--- src/rtl/hazard_pkg.sv ---
// Shared types and constants for the pipeline hazard controller.
package hazard_pkg;

  typedef enum logic [1:0] {
    FWD_REG = 2'b00,
    FWD_WB  = 2'b01,
    FWD_MEM = 2'b11
  } fwd_sel_t;

  typedef enum logic [1:0] {
    IDLE,
    MISS,
    RESUME
  } miss_state_t;

  localparam logic [4:0] REG_ZERO = 5'd0;

endpackage

--- src/rtl/fwd_sel_unit.sv ---
// Forwarding select for one execute-stage operand; the memory stage wins
// over writeback because it holds the younger result.
module fwd_sel_unit
  import hazard_pkg::*;
(
  input  logic [4:0] rs_e_i,
  input  logic [4:0] rd_m_i,
  input  logic [4:0] rd_w_i,
  input  logic       regwrite_m_i,
  input  logic       regwrite_w_i,
  output fwd_sel_t   sel_o
);

  always_comb begin
    sel_o = FWD_REG;
    if (regwrite_m_i && (rd_m_i != REG_ZERO) && (rd_m_i == rs_e_i)) begin
      sel_o = FWD_MEM;
    end else if (regwrite_w_i && (rd_w_i != REG_ZERO) && (rd_w_i == rs_e_i)) begin
      sel_o = FWD_WB;
    end
  end

endmodule

--- src/rtl/hazard_unit.sv ---
// Pipeline hazard controller: operand forwarding, load-use stalls, branch
// flushes and a data-cache miss freeze with miss/stall counters.
module hazard_unit
  import hazard_pkg::*;
#(
  parameter int CNT_W      = 32,
  parameter int MISS_CNT_W = 16
) (
  input  logic                  clk,
  input  logic                  rst,
  input  logic [4:0]            rs1_d,
  input  logic [4:0]            rs2_d,
  input  logic [4:0]            rs1_e,
  input  logic [4:0]            rs2_e,
  input  logic [4:0]            rd_e,
  input  logic                  memread_e,
  input  logic                  pcsrc_e,
  input  logic [4:0]            rd_m,
  input  logic [4:0]            rd_w,
  input  logic                  regwrite_m,
  input  logic                  regwrite_w,
  input  logic                  dreq_m,
  input  logic                  dhit_m,
  input  logic                  refill_done,
  output logic [1:0]            forward_a_e,
  output logic [1:0]            forward_b_e,
  output logic                  stall_f,
  output logic                  stall_d,
  output logic                  stall_e,
  output logic                  stall_m,
  output logic                  flush_d,
  output logic                  flush_e,
  output logic                  flush_w,
  output logic                  miss_busy,
  output logic [MISS_CNT_W-1:0] miss_cnt,
  output logic [CNT_W-1:0]      stall_cycles
);

  fwd_sel_t        fwd_a, fwd_b;
  miss_state_t     state_q, state_d;
  logic            miss_detect, missstall, lwstall;
  logic [MISS_CNT_W-1:0] miss_cnt_q, miss_cnt_d;
  logic [CNT_W-1:0]      stall_cycles_q, stall_cycles_d;

  fwd_sel_unit u_fwd_a (
    .rs_e_i       (rs1_e),
    .rd_m_i       (rd_m),
    .rd_w_i       (rd_w),
    .regwrite_m_i (regwrite_m),
    .regwrite_w_i (regwrite_w),
    .sel_o        (fwd_a)
  );

  fwd_sel_unit u_fwd_b (
    .rs_e_i       (rs2_e),
    .rd_m_i       (rd_m),
    .rd_w_i       (rd_w),
    .regwrite_m_i (regwrite_m),
    .regwrite_w_i (regwrite_w),
    .sel_o        (fwd_b)
  );

  assign forward_a_e = fwd_a;
  assign forward_b_e = fwd_b;

  assign lwstall     = memread_e && (rd_e != REG_ZERO) && ((rd_e == rs1_d) || (rd_e == rs2_d));
  assign miss_detect = (state_q == IDLE) && dreq_m && !dhit_m;
  assign missstall   = miss_detect || (state_q != IDLE);

  // A miss freeze holds E, so branch and load-use flushes are deferred until release.
  assign stall_f   = lwstall || missstall;
  assign stall_d   = lwstall || missstall;
  assign stall_e   = missstall;
  assign stall_m   = missstall;
  assign flush_w   = missstall;
  assign flush_d   = pcsrc_e && !missstall;
  assign flush_e   = (lwstall || pcsrc_e) && !missstall;
  assign miss_busy = missstall;

  always_comb begin
    state_d = state_q;
    unique case (state_q)
      IDLE:    if (miss_detect) state_d = MISS;
      MISS:    if (refill_done) state_d = RESUME;
      RESUME:  state_d = IDLE;
      default: state_d = IDLE;
    endcase
  end

  always_comb begin
    miss_cnt_d     = miss_cnt_q;
    stall_cycles_d = stall_cycles_q;
    if (miss_detect && (miss_cnt_q != {MISS_CNT_W{1'b1}})) begin
      miss_cnt_d = miss_cnt_q + MISS_CNT_W'(1);
    end
    if (missstall && (stall_cycles_q != {CNT_W{1'b1}})) begin
      stall_cycles_d = stall_cycles_q + CNT_W'(1);
    end
  end

  always_ff @(posedge clk or posedge rst) begin
    if (rst) begin
      state_q        <= IDLE;
      miss_cnt_q     <= '0;
      stall_cycles_q <= '0;
    end else begin
      state_q        <= state_d;
      miss_cnt_q     <= miss_cnt_d;
      stall_cycles_q <= stall_cycles_d;
    end
  end

  assign miss_cnt     = miss_cnt_q;
  assign stall_cycles = stall_cycles_q;

endmodule

--- config.mk ---
export PLATFORM = sky130hd
export DESIGN_NAME = hazard_unit
export DESIGN_NICKNAME = d
export VERILOG_FILES = /design/src/rtl/hazard_pkg.sv /design/src/rtl/fwd_sel_unit.sv /design/src/rtl/hazard_unit.sv
export SDC_FILE = /design/constraint.sdc
export NUM_CORES = 1
export LEC_CHECK = 0
export CAP_MARGIN = 15
export CORE_MARGIN = 2
export CORE_UTILIZATION = 41
export CTS_CLUSTER_SIZE = 8
export DETAILED_ROUTE_END_ITERATION = 10
export GPL_TIMING_DRIVEN = 0
export PLACE_DENSITY = 0.78
export SLEW_MARGIN = 40
export SYNTH_ARGS = -nofsm -noshare
export SYNTH_HDL_FRONTEND = slang
export SYNTH_SLANG_ARGS = --single-unit
--- constraint.sdc ---
create_clock -name clk -period 2.3 [get_ports clk]
set_clock_uncertainty 0.2 [all_clocks]
set_input_delay 0.575 -clock clk [delete_from_list [all_inputs] [get_ports clk]]
set_output_delay 0.575 -clock clk [all_outputs]
set_load 0.1 [all_outputs]
==> impl_metrics.ini <==
[outcome]
outcome = finished, violations left
violations = negative setup slack

[synth]
synth.avg_cell_area_um2 = 9.80
ys_ff_latch = 50
synthesis.yosys.warnings = 0
synth_top_cell_by_area = sky130_fd_sc_hd__dfrtp_1
yosysSeqAreaShare = 0.440
synthesis.instances = 290
synth.top_cell.area_share = 0.440
synthesis.area_um2 = 2840
main_area_contributors_after_synthesis = sky130_fd_sc_hd__dfrtp_1 (44%), sky130_fd_sc_hd__xnor2_1 (11%), sky130_fd_sc_hd__xor2_1 (10%)
netlist-cell-type-count = 37
syn-num-nets = 336

[sta]
finalHoldWorstSlack_ns = 0.287
max_slew_margin = 0.596
final-setup-viol-count = 10
finalSetupTns_ns = -2.17
finalCritPeriodShare = 1.14
final-hold-violation-count = 0
setup_ws_ns = -0.323
worst_pin_slew_ns = 0.600
period_needed_ns = 2.62
maxClockFrequency_ghz = 0.381
rsz0062_at_grt = yes
slew_violations = 0

[hold_path]
hold_path.startpoint = miss_cnt[15]
min_to = miss_cnt[15]
hold-path-cell-count = 1
worstHoldPathType = reg2reg

[power]
vdd_drop_max_mv = 0.563
power.leakage_nw = 2.01
p_switching_mw = 1.99
sequential_fraction_of_design_power = 0.322
combinationalPowerShare = 0.517
power.density_nw_per_um2 = 854
pwr-share-clk = 0.160
internal-power_mw = 1.88
swShare = 0.515

[floorplan]
die-area_um2 = 7620
initial_utilization = 0.421
pin_count = 104
fp.dieH_um = 87.3
floorplan.rows = 30
die_w_um = 87.3
design.core.area_um2 = 6760

[placed_design]
post_dp_cell_area_um2 = 3970
port_buffers = 103
dpl_worst_slack_ns = -1.12
globalplace.congestion = 0.862
dp_hpwl_um = 5610

[layout]
area_growth_from_synthesis_to_layout_pct = 59.5
nets = 471
final_cell_area_um2 = 4530
drive_gt1_frac = 0.509
final_core_util = 0.671
antennaDiodeCount = 0
layout.cells.most_common = sky130_fd_sc_hd__buf_2
layout_common_cells = sky130_fd_sc_hd__buf_2 (60), sky130_fd_sc_hd__xor2_1 (32), sky130_fd_sc_hd__xnor2_1 (29), sky130_fd_sc_hd__dfrtp_2 (29), sky130_fd_sc_hd__buf_4 (23)

[clock_tree]
clock_tree_from_tritoncts = yes
ctsLongestPathBuffers = 2
tritoncts.num_buffers = 5
hold_buffers = 0
worst_skew_pair_later_pin_latency_ns = 0.31
clk_transition_reported_paths_ns = 0.10
htree_levels = 2
clock-root-buffer = sky130_fd_sc_hd__clkbuf_8
clkSinkCount = 50

[route]
drt_first_pass_iters = 4
routed-via-count = 2717
vias_per_cell = 5.37
ant_nets = 0
drt_drc_violations_left = 0
first_drt_iteration_drcs = 151
totalWireLength_um = 7880
post_drt_wl_per_cell_um = 15.6

[grt]
overflow = 0
grtUsageMet2 = 0.351
antenna_violations_before_repair = 0
groute.layer.met1.usage = 0.253
grt_pass1_vias = 2711
grt_pass1_wl_um = 12400
globalRouteTotalUtil = 0.203
maximum_number_of_pins_on_one_net_before_global_route_repair = 37
global_route.usage.met3 = 0.0417
grt_most_used_layer = met2

[setup_path]
worst_setup_path_end_kind = output pin
critical_path.max_fanout = 3
critical_path.reg2reg.endpoint = stall_cycles[31]
worstReg2RegStart = stall_cycles[14]
timing.setup.critical_path_class = in2out
setup.reg_to_reg.worst_slack_ns = 0.07
worst_r2r_path_depth = 5
worst_setup_path_start_kind = input pin
critical_path_arrival_ns = 1.85
worstPathRequired_ns = 1.52

[job]
max_cap_viols = 0
## final cells by class
type	count	area, µm²
Buffer	4	41.3
Clock buffer	6	72.6
Clock inverter	2	37.5
Fill cell	501	2220
Inverter	8	40.0
Multi-Input combinational cell	227	1850
Sequential cell	50	1340
Tap cell	80	100
Timing Repair Buffer	129	1050
## power groups by stage
stage	Combinational [mW]	Sequential (mW)	Clock [mW]
CTS	1.93	1.25	0.634
finish	2.00	1.25	0.620
global placement	1.92	1.26	0
floorplan	0.571	2.12	0
detailed placement	1.80	1.27	0
global route	2.09	1.27	0.680
## critical path, stage by stage
cell	delay, ns
sky130_fd_sc_hd__buf_6	0.10
sky130_fd_sc_hd__or4_4	0.53
sky130_fd_sc_hd__o21ai_4	0.17
sky130_fd_sc_hd__nor4_2	0.06
sky130_fd_sc_hd__a31o_4	0.23
sky130_fd_sc_hd__buf_12	0.16
## worst max path at each step
stage	startpoint	end	slack, ns	depth (start not counted)
after floorplan	dhit_m	flush_e	-0.91	5
after global placement	rd_m[0]	forward_a_e[0]	-1.79	6
after detailed placement	rd_m[0]	forward_a_e[0]	-1.12	6
after CTS	rd_m[2]	forward_b_e[0]	-0.37	6
after global routing	rd_m[3]	forward_a_e[0]	-0.35	6
final	rd_w[4]	forward_b_e[0]	-0.32	6
## cells in the mapped netlist, drive strengths merged
cell type and count:
mux2 3, xnor2 37, or2 1, nor2 23, a21oi 7, nor4 14, o21ai 8, or4 5
o31ai 1, inv 8, xor2 33, or3b 1, a21o 1, nand4 22, nand2 18, a31o 2
nand2b 3, nor3 7, and4 3, o311ai 1, or4b 2, ha 2, o211ai 1, clkbuf 1
buf 4, and2 3, a211oi 1, dfrtp 50, and3 10, nand3 17, a31oi 1
## layer usage
| layer | share of wire | routed length (µm) |
|---|---|---|
| met3 | 0.077 | 606 |
| met5 | 0 | 0 |
| met2 | 0.50 | 3930 |
| met1 | 0.40 | 3180 |
| met4 | 0.021 | 166 |
## sequential cells by signal, summed over array words and instances (netlist names)
signal,cells
state_q,2
miss_cnt,16
stall_cycles,32
## logic make-up after synthesis
family / count (synthesis) / share of synthesized area
XOR/XNOR: 70 / 0.216
flip-flops: 50 / 0.440
adder cells (fa/ha/maj): 2 / 0.00880
AO/OA/AOI/OAI: 23 / 0.0489
AND/OR/NAND/NOR: 129 / 0.252
buffers and inverters: 13 / 0.0224
multiplexers: 3 / 0.0119
## stage by stage
stage          power, mW  std cells
6_report            3.87        506
5_1_grt             4.04        506
4_1_cts             3.82        500
3_5_place_dp        3.08        474
3_3_place_gp        3.18        473
2_1_floorplan       2.69        290
## what timing repair did
| action | CTS | global route |
|---|---|---|
| pin swaps | 30 | 19 |
| endpoints found under the setup margin | 32 | 17 |
| gates resized for setup | 180 | 30 |
| buffers inserted | 19 | 6 |
| hold endpoints to repair | 0 | 0 |
| gates cloned | 0 | 0 |
Power figures use the tool's default switching activity.
